### src/rtl/trdb_rst_seq.sv
// Reset sequencer: holds NUM_CH active-low resets, releases them in ascending order, re-asserts descending on eos_i.
// Optional TRDB_RST_SEQ_SWREQ_EN adds sw_req_i to restart the sequence from RUN or OFF.
module trdb_rst_seq #(
  parameter int NUM_CH      = 4,
  parameter int CNT_W       = 8,
  parameter int HOLD_CYCLES = 16,
  parameter int STAGE_GAP   = 2
) (
  input  logic              clk,
  input  logic              rst,
  input  logic              eos_i,
`ifdef TRDB_RST_SEQ_SWREQ_EN
  input  logic              sw_req_i,
`endif
  input  logic [NUM_CH-1:0] ch_mask_i,
  output logic [NUM_CH-1:0] rst_n_o,
  output logic              all_rel_o,
  output logic              busy_o,
  output logic [2:0]        state_o
);

  localparam int     HOLD_EFF = (HOLD_CYCLES < 1) ? 1 : HOLD_CYCLES;
  localparam longint CNT_MAX  = (64'd1 << CNT_W) - 64'd1;

  if (STAGE_GAP < 1 || NUM_CH < 1 || longint'(HOLD_EFF) > CNT_MAX ||
      longint'(STAGE_GAP) > CNT_MAX) begin : g_bad_params
    $error("trdb_rst_seq: illegal parameter combination");
  end

  localparam logic [CNT_W-1:0] HOLD_LAST = CNT_W'(HOLD_EFF - 1);
  localparam logic [CNT_W-1:0] GAP_LAST  = CNT_W'(STAGE_GAP - 1);

  typedef enum logic [2:0] {
    S_HOLD     = 3'd0,
    S_RELEASE  = 3'd1,
    S_RUN      = 3'd2,
    S_SHUTDOWN = 3'd3,
    S_OFF      = 3'd4
  } state_t;

  state_t            state, state_nxt;
  logic [CNT_W-1:0]  cnt, cnt_nxt;
  logic [NUM_CH-1:0] mask, mask_nxt;
  logic [NUM_CH-1:0] rel, rel_nxt;
  logic              all_rel, all_rel_nxt;
  logic [NUM_CH-1:0] pending, lo_pend, hi_rel;
  logic              sw_restart;

`ifdef TRDB_RST_SEQ_SWREQ_EN
  assign sw_restart = sw_req_i;
`else
  assign sw_restart = 1'b0;
`endif

  // lowest-index channel still waiting for release (isolate lowest set bit)
  assign pending = mask & ~rel;
  assign lo_pend = pending & (~pending + NUM_CH'(1));

  always_comb begin
    hi_rel = '0;
    for (int i = 0; i < NUM_CH; i++) begin
      if (rel[i]) begin
        hi_rel    = '0;
        hi_rel[i] = 1'b1;
      end
    end
  end

  always_comb begin
    state_nxt   = state;
    cnt_nxt     = cnt;
    mask_nxt    = mask;
    rel_nxt     = rel;
    all_rel_nxt = all_rel;
    case (state)
      S_HOLD: begin
        if (eos_i) begin
          state_nxt = S_OFF;
          cnt_nxt   = '0;
        end else if (cnt == HOLD_LAST) begin
          state_nxt = S_RELEASE;
          cnt_nxt   = '0;
          mask_nxt  = ch_mask_i;
        end else begin
          cnt_nxt = cnt + CNT_W'(1);
        end
      end
      S_RELEASE: begin
        if (eos_i) begin
          state_nxt   = S_SHUTDOWN;
          cnt_nxt     = '0;
          all_rel_nxt = 1'b0;
          rel_nxt     = rel & ~hi_rel;
        end else if (pending == '0) begin
          state_nxt   = S_RUN;
          cnt_nxt     = '0;
          all_rel_nxt = 1'b1;
        end else if (rel == '0 || cnt == GAP_LAST) begin
          // first slot fires on entry, later ones every STAGE_GAP edges
          rel_nxt = rel | lo_pend;
          cnt_nxt = '0;
        end else begin
          cnt_nxt = cnt + CNT_W'(1);
        end
      end
      S_RUN: begin
        if (eos_i) begin
          state_nxt   = S_SHUTDOWN;
          cnt_nxt     = '0;
          all_rel_nxt = 1'b0;
          rel_nxt     = rel & ~hi_rel;
        end else if (sw_restart) begin
          state_nxt   = S_HOLD;
          cnt_nxt     = '0;
          all_rel_nxt = 1'b0;
          rel_nxt     = '0;
        end
      end
      S_SHUTDOWN: begin
        if (rel == '0) begin
          state_nxt = S_OFF;
          cnt_nxt   = '0;
        end else if (cnt == GAP_LAST) begin
          rel_nxt = rel & ~hi_rel;
          cnt_nxt = '0;
        end else begin
          cnt_nxt = cnt + CNT_W'(1);
        end
      end
      S_OFF: begin
        if (sw_restart) begin
          state_nxt = S_HOLD;
          cnt_nxt   = '0;
        end
      end
      default: begin
        state_nxt   = S_HOLD;
        cnt_nxt     = '0;
        rel_nxt     = '0;
        all_rel_nxt = 1'b0;
      end
    endcase
  end

  always_ff @(posedge clk) begin
    if (rst) begin
      state   <= S_HOLD;
      cnt     <= '0;
      mask    <= '0;
      rel     <= '0;
      all_rel <= 1'b0;
    end else begin
      state   <= state_nxt;
      cnt     <= cnt_nxt;
      mask    <= mask_nxt;
      rel     <= rel_nxt;
      all_rel <= all_rel_nxt;
    end
  end

  assign rst_n_o   = rel;
  assign all_rel_o = all_rel;
  assign busy_o    = (state == S_HOLD) || (state == S_RELEASE) || (state == S_SHUTDOWN);
  assign state_o   = state;

endmodule

### config.mk
export PLATFORM = sky130hd
export DESIGN_NAME = trdb_rst_seq
export DESIGN_NICKNAME = d
export VERILOG_FILES = /design/src/rtl/trdb_rst_seq.sv
export SDC_FILE = /design/constraint.sdc
export NUM_CORES = 1
export LEC_CHECK = 0
export CORE_MARGIN = 10
export CORE_UTILIZATION = 53
export DETAILED_ROUTE_END_ITERATION = 6
export PLACE_DENSITY = 0.81
export SYNTH_ARGS = -nofsm -noshare
export SYNTH_HDL_FRONTEND = slang
export SYNTH_SLANG_ARGS = --single-unit
export TNS_END_PERCENT = 30
### constraint.sdc
create_clock -name clk -period 2.5 [get_ports clk]
set_clock_uncertainty 0.15 [all_clocks]
set_input_delay 0.375 -clock clk [delete_from_list [all_inputs] [get_ports clk]]
set_output_delay 0.375 -clock clk [all_outputs]
set_load 0.01 [all_outputs]
== After elaboration in Yosys (flattened, before gate mapping) ==
Cells that the tools add are included.

* Register bits after elaboration: 20
* Input bits: 7
* Output and inout bits: 9
* Logic and storage cells: 76

* Bitwise operators: 11
* Multiplexer cells: 31
* $add $sub $neg: 2
* Equal/unequal tests: 14
* Reductions and logical operators: 13

{| class="wikitable"
|+ Operator list
! operator !! count
|-
| two-way mux 8 bit || 8
|-
| case mux 8 bit (5 select lines) || 1
|-
| two-way mux 4 bit || 8
|-
| two-way mux 3 bit || 6
|-
| case mux 4 bit (4 select lines) || 1
|-
| case mux 3 bit (5 select lines) || 1
|-
| AND 4 bit || 3
|-
| != test 3 bit (second input constant) || 4
|-
| NOT 4 bit || 3
|-
| adder 8 x 1 -> 8 bit (second input constant) || 1
|-
| equality test 8 x 1 -> 1 bit (second input constant) || 1
|-
| equality test 8 x 4 -> 1 bit (second input constant) || 1
|-
| logical NOT 4 bit || 2
|-
| != test 2 bit (second input constant) || 4
|-
| equality test 3 x 2 -> 1 bit (second input constant) || 2
|-
| AND reduction 3 bit || 2
|-
| AND reduction 6 bit || 1
|-
| AND reduction 5 bit || 1
|-
| adder 4 x 1 -> 4 bit (second input constant) || 1
|-
| two-way mux 1 bit || 4
|-
| NOT 1 bit || 4
|-
| bitwise OR 4 bit || 1
|-
| equality test 3 x 1 -> 1 bit (second input constant) || 1
|-
| equality test 3 bit (second input constant) || 1
|-
| other kinds (7) || 9
|}

== Longest topological paths before layout ==
Gate-level depths: netlist of run 1.

* Depth after elaboration: 10
* Depth in mapped cells: 7
* Gate-level depth less buffers: 6

== Least setup slack after synthesis of run 1 ==
No wires, ideal clock.

* Path type: register to register
* Start: register rel[1], in the netlist rst_n_o[1]
* End: register state[0], in the netlist state_o[0]
* Path buffers: 0
* Setup slack: 0.565 ns
* Arrival: 1.715 ns
* Cell stages (with the launch flop): 6
* Library setup time: 0.071 ns
* Path through: dfxtp_1 > nor2b_1 > o41ai_4 > o21ai_2 > or4_1 > a21oi_1

* Word-level cells in the longest chain between the ends: 5
* Elaborated cells between the ends (all ways): 7
* Classes of those cells: eq/ne (2); bitwise (2); reduce/logical (3)

{| class="wikitable"
|+ RTL lines
! item !! RTL line !! RTL
|-
| from (decl) || 44 || <nowiki>logic [NUM_CH-1:0] rel, rel_nxt;</nowiki>
|-
| from (signal assigned) || 156 || <nowiki>rel <= rel_nxt;</nowiki>
|-
| NOT 4 bit || 56 || <nowiki>assign pending = mask & ~rel;</nowiki>
|-
| AND 4 bit || 56 ||
|-
| logical NOT 4 bit || 94 || <nowiki>end else if (pending == '0) begin</nowiki>
|-
| != test 3 bit (no source line) || n/a ||
|-
| AND reduction 5 bit (no source line) (*) || n/a ||
|-
| to (signal assigned) || 153 || <nowiki>state <= state_nxt;</nowiki>
|-
| to (decl) || 41 || <nowiki>state_t state, state_nxt;</nowiki>
|}

Every way passes the cells marked *; elsewhere a longest branch is shown, timed or not.
A chain may end at the register's enable or synchronous reset.

== Final worst setup path of run 1 ==
* Start: register state[0], in the netlist state_o[0]
* End: output port busy_o

* Word-level cells in the longest chain between the ends: 3
* Elaborated cells between the ends (all ways): 5
* Classes of those cells: eq/ne (2); reduce/logical (3)

{| class="wikitable"
|+ RTL lines
! item !! RTL line !! RTL
|-
| equality test 3 x 1 -> 1 bit or logical NOT 3 bit (tied branches) || 163 || <nowiki>assign busy_o = (state == S_HOLD) || (state == S_RELEASE) || (state == S_SHUTDOWN);</nowiki>
|-
| logical OR 1 bit || 163 ||
|-
| logical OR 1 bit (*) || 163 ||
|-
| to (decl) || 18 || <nowiki>output logic busy_o,</nowiki>
|}

Marks and branches as above.

==> results of run 1 <==
[worst max path at each step]
| stage | slack, ns | cells past startpoint | end |
|---|---|---|---|
| final | 0.17 | 4 | busy_o |
| after floorplan | 0.56 | 5 | state_o[0] |
| after global routing | 0.08 | 4 | busy_o |
| after detailed placement | 0.14 | 6 | rst_n_o[2] |
| after CTS | 0.17 | 4 | busy_o |
| after global placement | 0.18 | 6 | rst_n_o[2] |
[per-layer routing]
| layer | wire length (um) | GRT usage | vias to the layer above |
|---|---|---|---|
| met3 | 180 | 0.0351 | 5 |
| met5 | 0 | 0 | - |
| li1 | - | - | 557 |
| met2 | 1140 | 0.194 | 26 |
| met4 | 41 | 0.0513 | 0 |
| met1 | 1260 | 0.164 | 502 |
[sequential cells by signal (all words and copies together), names as in the netlist]
name	cells
state_o	3
rst_n_o	4
all_rel_o	1
mask	4
cnt	8
[worst max-delay path, delay by kind of cell (launching register included)]
| kind | cells | cell delay (ns) |
|---|---|---|
| compound gates | 1 | 0.22 |
| buf+inv | 3 | 0.69 |
| flops | 1 | 0.60 |
[power breakdown]
group / internal, W / leakage [nW] / switching, W / total [W]
combinational: 0.0000766 / 0.353 / 0.0000785 / 0.000155
sequential: 0.000327 / 0.162 / 0.0000247 / 0.000352
clock: 0.0000888 / 0.0210 / 0.0000952 / 0.000184
total: 0.000492 / 0.535 / 0.000198 / 0.000691
[per-stage QoR]
step | hold slack [ns] | area, um2 | setup slack (ns)
detailed placement | 0.345 | 1370 | 0.139
floorplan | 0.312 | 1170 | 0.565
global route | 0.388 | 1410 | 0.0790
global placement | 0.323 | 1370 | 0.181
CTS | 0.361 | 1410 | 0.168
finish | 0.357 | 1410 | 0.166
[cell usage after synthesis, drive strengths merged, types with 2 or more instances]
cell type	instances	area [um2]
nor2	22	82.6
dfxtp	20	400
a21oi	8	40.0
nor2b	8	50.1
mux2i	6	60.1
nand2	6	22.5
a211oi	5	37.5
inv	5	18.8
nor4	5	43.8
o21ai	5	28.8
a31oi	4	25.0
clkbuf	4	15.0
nor3	4	20.0
o31ai	4	35.0
xnor2	4	35.0
nand3	3	15.0
nor4b	3	32.5
buf	2	10.0
ha	2	25.0
nand2b	2	12.5
o21a	2	15.0
or3	2	12.5
[kinds of logic (layout without fill, tap and decap cells)]
group                    count (synthesis)  count (layout)
AO/OA/AOI/OAI                           35              35
adder cells (fa/ha/maj)                  2               2
multiplexers                             6               6
buffers and inverters                   11              30
XOR/XNOR                                 4               4
flip-flops                              20              20
AND/OR/NAND/NOR                         62              62
[area by class of cell]
type | instances | area, um2 | area share
clock buffers | 4 | 36.3 | 0.0258
flip-flops and latches | 20 | 400 | 0.284
inverters | 5 | 18.8 | 0.0133
multi-input cells | 109 | 724 | 0.514
repair buffers | 21 | 195 | 0.139
well taps | 27 | 33.8 | 0.0240
==> flow_summary_export.csv, run 1 <==
group,metric,value,unit
clocking,insertion_delay,0.30,ns
global_routing,overflow,0,
final_layout,n_antenna_cell,0,
place,portBuffers,15,
synth,synthArstFlopShare,0,
floorplan,initial_core_util,0.578,
global_routing,grt_pass1_vias,1020,
final_layout,drive_gt1_frac,0.107,
critical_path,end_kind,"output port",
status,status,"completed",
sta,worstMarginPinSlew,0.453,ns
floorplan,fp.dieW,67.0,um
critical_path,ff2ff_path_depth,5,
route,drc,0,
global_routing,grt.total_usage,0.128,
critical_path,reg2reg_setup_slack,0.33,ns
clocking,root_buffer,"clkbuf_4",
pwr,totalPowerFinal,0.000691,W
clocking,cts.sink_count,20,
synth,synth.net_count,149,
sta,post-route-period-util,0.933,
clocking,clock_path_buffers,2,
sta,final.min_clock_period,2.33,ns
global_routing,grt_max_degree,16,
critical_path,slowest_stage,"dfxtp_1",
synth,synth_edf_count,0,
clocking,cts_tree,"yes",
pwr,p_per_area,490,nW/um2
final_layout,num-fill-cells,174,
final_layout,synthToLayoutAreaGrowth,20.6,%
route,via_count,1090,
critical_path,crit_start,"state_o[0]",
critical_path,worstSetupStartpointType,"flop",
synth,syn_area_per_cell,8.35,um2
critical_path,rr_endpoint,"rst_n_o[2]",
sta,fin_setup_tns,0,ns
route,ant_nets,0,
route,first_pass_iters,4,
final_layout,fin_nets,169,
clocking,cts_hold_buf,0,
final_layout,layout_commonest_cell,"nor2_1",
floorplan,io_pins,16,
sta,max_slew_margin,0.696,
critical_path,r2r-start,"state_o[0]",
final_layout,fin_cells,186,
clocking,cts_buffers,3,
clocking,clkSlewWorstSetupHoldPaths,0.11,ns
floorplan,coreArea,2020,um2
synth,yosysSeqAreaShare,0.343,
critical_path,critical_path_required,1.98,ns
critical_path,crit_top_cell,"inv_1",
synth,synth_cells,140,
sta,fmax,428,MHz
critical_path,crit_path_cell_trace,"inv_1 > a21o_1 > inv_1 > clkdlybuf4s50_1",
place,gp_congestion,0.890,
route,route.detailed.wl_per_inst,14.1,um
place,post-dp-hpwl,2010,um
hold_path,holdPathStages,2,
route,wirelength,2620,um
clocking,cts_resized,0,
synth,synth_fa_ha_area_frac,0.0214,
sta,hold_viol,0,
synth,synth_cell_types,40,
pwr,total_leakage_power,0.535,nW
clocking,htreeDepth,1,
sta,rsz0062_at_grt,"false",
floorplan,dieArea,4480,um2
floorplan,die_h,67.0,um
floorplan,std_cell_rows,16,
place,post-place-cells,182,
clocking,cts_setup_buffers,0,
route,detail_route.iter0.violations,77,
critical_path,crit_arrival,1.81,ns
synth,synth_ff_type,"dfxtp_1",
hold_path,hold_class,"reg -> reg",
hold_path,min-delay-start,"cnt[1]",
route,vias_per_cell,5.86,
final_layout,final_cell_mix,"nor2_1 (22), dfxtp_1 (20), clkdlybuf4s50_1 (15)",
synth,synth-simple-area-share,0.298,
synth,synthXorXnorAreaFrac,0.0300,
critical_path,worst-setup-path-type,"reg -> out",
sta,slew_violations,0,
pwr,ir_worst_vdd,0.000328,V
synth,synth_top_family_by_area,"simple AND/OR/NAND/NOR gates",
synth,synth_compound_area_frac,0.219,
hold_path,holdPathEnd,"cnt[1]",
global_routing,antenna_found_initial,0,
sta,setup_viol,0,
synth,muxShareOfSynthArea,0.0514,
synth,ys_warn_count,0,
synth,syn-cell-area,1170,um2
synth,synth-seq-cells,20,
critical_path,slowest_delay,0.60,ns
final_layout,post-route-util,0.697,
critical_path,crit_path_max_fanout,14,
job,max-cap-violations,0,
global_routing,grt_pass1_wl,4660,um
Power figures use the tool's default switching activity.
==> run 2: changes to the inputs <==
ABC_AREA = 1   (was not set)
CORE_UTILIZATION = 54   (was 53)
PLACE_DENSITY = 0.79   (was 0.81)
==> run 2 against run 1 <==
Net effect:
- die area increased by 6.4%
- core utilization is 2.2 points lower
- sequential power is 14% higher
- combinational power rose to 3.7 times the previous value
- global-route usage shrank 0.22 points
- critical path depth rose by 1
- clock-buffer cell count stayed put
- final cell count is 38% higher
- design area grew 8.0%
- first-iteration DRC count is 47% higher
- synthesized area rose by 11%
- fmax rose by 8.4%
==> flow_summary_export.csv, run 2 <==
group,metric,value,unit
floorplan,io_pins,16,
clocking,root_buffer,"clkbuf_4",
sta,worstMarginPinSlew,0.366,ns
place,gp_congestion,0.872,
critical_path,crit_path_max_fanout,6,
sta,fmax,465,MHz
sta,setup_viol,0,
clocking,clock_path_buffers,2,
critical_path,worstSetupStartpointType,"flop",
clocking,cts_hold_buf,0,
synth,synth_top_area_frac,0.308,
clocking,cts.sink_count,20,
floorplan,coreArea,2250,um2
critical_path,critical_path_required,1.98,ns
final_layout,max_flop_register,"cnt",
floorplan,dieArea,4770,um2
job,max-cap-violations,0,
sta,max_slew_margin,0.754,
final_layout,final_cell_mix,"nand2_1 (56), inv_1 (30), nor2_1 (20), dfxtp_1 (20), nand3_1 (19)",
floorplan,std_cell_rows,17,
final_layout,layout_commonest_cell,"nand2_1",
final_layout,n_antenna_cell,0,
place,post-dp-hpwl,2480,um
floorplan,die_h,69.1,um
critical_path,worst-setup-path-type,"reg -> out",
route,first_pass_iters,4,
pwr,total_leakage_power,0.677,nW
critical_path,crit_arrival,1.63,ns
clocking,cts_tree,"yes",
clocking,cts_setup_buffers,0,
synth,synth_common_cells,"nand2_1 (56), inv_1 (30), dfxtp_1 (20), nor2_1 (20), nand3_1 (19)",
clocking,htreeDepth,1,
synth,synth.top_cells.by_area,"dfxtp_1 (31%), nand2_1 (16%), inv_1 (8.7%), nand3_1 (7.3%), a21oi_1 (5.8%)",
synth,yosysTopAreaCell,"dfxtp_1",
final_layout,drive_gt1_frac,0.127,
clocking,clkSlewWorstSetupHoldPaths,0.11,ns
synth,syn_area_per_cell,6.16,um2
clocking,insertion_delay,0.30,ns
global_routing,overflow,0,
global_routing,grt.total_usage,0.125,
final_layout,synthToLayoutAreaGrowth,17.0,%
sta,rsz0062_at_grt,"false",
critical_path,end_kind,"output port",
final_layout,post-route-util,0.675,
sta,hold_viol,0,
sta,fin_setup_tns,0,ns
route,detail_route.iter0.violations,113,
global_routing,grt_max_degree,13,
route,wirelength,3110,um
pwr,ir_worst_vdd,0.000558,V
clocking,cts_buffers,3,
synth,syn-cell-area,1300,um2
synth,synth_edf_count,0,
route,via_count,1359,
sta,post-route-period-util,0.861,
synth,yosysSeqAreaShare,0.308,
route,drc,0,
final_layout,fin_nets,239,
sta,slew_violations,0,
synth,synth-seq-cells,20,
pwr,p_per_area,761,nW/um2
synth,synthArstFlopShare,0,
synth,ys_warn_count,0,
sta,final.min_clock_period,2.15,ns
synth,synth_cells,211,
global_routing,grt_pass1_wl,5400,um
global_routing,grt_pass1_vias,1254,
floorplan,fp.dieW,69.1,um
global_routing,antenna_found_initial,0,
final_layout,largest_reg_flops,8,
synth,synth.net_count,220,
synth,synth_ff_type,"dfxtp_1",
clocking,cts_resized,0,
synth,synth_most_common_cell,"nand2_1",
route,vias_per_cell,5.29,
place,portBuffers,15,
route,ant_nets,0,
hold_path,hold_class,"reg -> reg",
route,route.detailed.wl_per_inst,12.1,um
sta,hold_slack,0.320,ns
synth,synth_cell_types,24,
floorplan,initial_core_util,0.577,
status,status,"completed",
==> run 2: cell count changes after synthesis, moves of 4 or more <==
cell      before  now
a211oi_1       5    0
a21oi_1        8   15
inv_1          5   30
inv_2          0    6
mux2i_1        6    0
nand2_1        6   56
nand3_1        3   19
nor2_2         0    5
nor2b_1        8    0
o21ai_0        4   11
xnor2_1        4    0
==> run 2: where the power goes <==
group	total [W]	internal [W]	switching, W
combinational	0.000568	0.000217	0.000352
sequential	0.000400	0.000352	0.0000486
clock	0.000190	0.0000889	0.000101
==> run 2: cell type report <==
class                      instances  area, um2
tap                               28       35.0
multi-input combinational        152        751
sequential                        20        400
inverter                          37        141
timing repair buffer              16        158
fill                             205        733
clock buffer                       4       36.3
==> run 2: final timing paths <==
path / startpoint / slack, ns / to / cells after the start
max: state_o[0] / 0.35 / busy_o / 5
min: all_rel_o / 0.32 / all_rel_o / 2
max reg2reg: cnt[0] / 0.67 / state_o[1] / 8
min reg2reg: all_rel_o / 0.32 / all_rel_o / 2
==> run 2: cells by family (layout without fill, tap and decap cells) <==
group,count (synthesis),after routing,share of synthesized area
fa+ha+maj,2,2,0.0192
flops,20,20,0.308
compound gates,37,37,0.166
buf+inv,39,57,0.115
simple gates,113,113,0.393
==> run 2: critical path, stage by stage (launching register included) <==
cell and delay, ns:
dfxtp_1 0.49, inv_2 0.07, nand2_1 0.10, nand2_1 0.08, inv_1 0.06, clkdlybuf4s50_1 0.53
==> run 2: stage by stage <==
step | total power, W | area, um2 | setup slack, ns | instances
after global routing | 0.00125 | 1520 | 0.244 | 257
after floorplan | 0.000804 | 1300 | 0.930 | 211
final | 0.00116 | 1520 | 0.347 | 257
after global placement | 0.000956 | 1490 | 0.449 | 253
after detailed placement | 0.000970 | 1490 | 0.423 | 253
after CTS | 0.00116 | 1520 | 0.338 | 257
==> run 2: metal layers <==
layer,global-route usage,vias up,wire (um)
li1,-,704,-
met1,0.162,619,1520
met2,0.202,31,1420
met3,0.0243,5,130
met4,0.0399,0,33
met5,0,-,0
==> run 3: changes to the inputs <==
CORE_MARGIN = 1   (was 10)
==> run 3 against run 2 <==
Net effect:
- clock-buffer cell count down 1
- fmax down 1.3%
- non-clock buffer count unchanged
- combinational power about the same
- critical path type unchanged
- highest routed layer unchanged
==> flow_summary_export.csv, run 3 (synthesized netlist as in run 2, its figures left out) <==
group,metric,value,unit
status,status,"completed",
final_layout,max_flop_register,"cnt",
sta,fin_setup_tns,0,ns
route,via_count,1368,
final_layout,post-route-util,0.689,
floorplan,std_cell_rows,17,
route,drc,0,
critical_path,worst-setup-path-type,"reg -> out",
sta,hold_viol,0,
route,detail_route.iter0.violations,32,
final_layout,fin_nets,239,
critical_path,crit_path_cell_trace,"inv_2 > nand2_1 > nand2_1 > inv_1 > clkdlybuf4s50_1",
floorplan,fp.dieW,51.1,um
clocking,cts_resized,0,
global_routing,grt_max_degree,13,
critical_path,crit_cells,5,
clocking,cts_buffers,3,
place,post_dp_cell_area,1490,um2
route,vias_per_cell,5.32,
sta,fmax,458,MHz
final_layout,final_cell_mix,"nand2_1 (56), inv_1 (30), nor2_1 (20), dfxtp_1 (20), nand3_1 (19)",
clocking,clkSlewWorstSetupHoldPaths,0.11,ns
route,ant_nets,0,
sta,post-route-period-util,0.873,
pwr,ir_worst_vdd,0.000476,V
final_layout,drive_gt1_frac,0.127,
critical_path,crit_path_max_fanout,6,
final_layout,largest_reg_flops,8,
critical_path,cp.buffers_inverters,3,
critical_path,worstSetupStartpointType,"flop",
final_layout,synthToLayoutAreaGrowth,18.3,%
pwr,total_leakage_power,0.684,nW
final_layout,fin_area,1540,um2
critical_path,slowest_delay,0.52,ns
floorplan,coreArea,2230,um2
global_routing,grt_pass1_wl,5150,um
final_layout,layout_commonest_cell,"nand2_1",
critical_path,ff2ff_path_depth,8,
sta,rsz0062_at_grt,"false",
clocking,cts_setup_buffers,0,
global_routing,grt_pass1_vias,1218,
clocking,htreeDepth,1,
pwr,p_per_area,803,nW/um2
global_routing,overflow,0,
place,gp_congestion,0.914,
global_routing,grt.total_usage,0.261,
clocking,cts_tree,"yes",
sta,slew_violations,0,
global_routing,antenna_found_initial,0,
hold_path,holdPathStages,2,
route,first_pass_iters,5,
place,post-dp-hpwl,2220,um
sta,final.min_clock_period,2.18,ns
critical_path,crit_top_cell,"nand2_1",
route,route.detailed.wl_per_inst,11.4,um
final_layout,n_antenna_cell,0,
sta,max_slew_margin,0.766,
floorplan,die_h,51.1,um
clocking,insertion_delay,0.31,ns
floorplan,initial_core_util,0.582,
critical_path,slowest_stage,"clkdlybuf4s50_1",
place,portBuffers,15,
floorplan,dieArea,2610,um2
hold_path,hold_class,"reg -> reg",
route,wirelength,2920,um
critical_path,crit_arrival,1.66,ns
sta,worstMarginPinSlew,0.349,ns
clocking,cts_hold_buf,0,
sta,setup_viol,0,
clocking,clock_path_buffers,2,
critical_path,end_kind,"output port",
critical_path,cpLargestDelayFamily,"buffers and inverters",
clocking,cts.sink_count,20,
job,max-cap-violations,0,
critical_path,critical_path_required,1.98,ns
floorplan,io_pins,16,
clocking,root_buffer,"clkbuf_4",
## run 3: changes by cell type in the layout (fill, tap and decap cells not counted), sizes merged
cell,previous run,this run
bufinv,0,1
clkbuf,4,3
## run 3: power by group
group	switching, W	internal, W	leakage [nW]
logic	0.000350	0.000218	0.494
clock network	0.000104	0.000162	0.0279
registers	0.0000488	0.000352	0.162
## run 3: area by class of cell
type / count / area [um2]
multi-input combinational: 152 / 751
clock inverter: 1 / 30.0
timing repair buffer: 16 / 158
tap: 28 / 35.0
inverter: 37 / 141
sequential: 20 / 400
clock buffer: 3 / 22.5
fill: 193 / 696
## run 3: per-layer routing
layer  GRT usage  wire [um]  up-vias  part of all wire
li1            -          -      710                 -
met1       0.350       1450      612              0.50
met2       0.399       1270       37              0.43
met3      0.0476        138        9             0.047
met4       0.130         68        0             0.023
met5           0          0        -                 0
## run 3: path summary, 6_finish.rpt
path,slack (ns),endpoint,from
setup / recovery,0.32,busy_o,state_o[0]
hold / removal,0.32,mask[3],mask[3]
setup reg to reg,0.66,state_o[1],cnt[0]
hold reg to reg,0.32,mask[3],mask[3]
## run 3: worst register-to-register path: stages (launching register included)
cell and delay [ns]:
dfxtp_1 0.42, ha_1 0.20, nand2_1 0.08, nor2_1 0.24
nand2_1 0.13, a21oi_2 0.22, nand3_2 0.11, nor3_1 0.15
nor2_1 0.05
## run 3: stage by stage
step	total power (W)	worst slack, ns	std cells	hold WS [ns]
finish	0.00123	0.318	257	0.318
CTS	0.00123	0.321	257	0.322
floorplan	0.000804	0.930	211	0.274
global placement	0.000954	0.470	253	0.291
global route	0.00132	0.211	257	0.343
detailed placement	0.000966	0.444	253	0.305
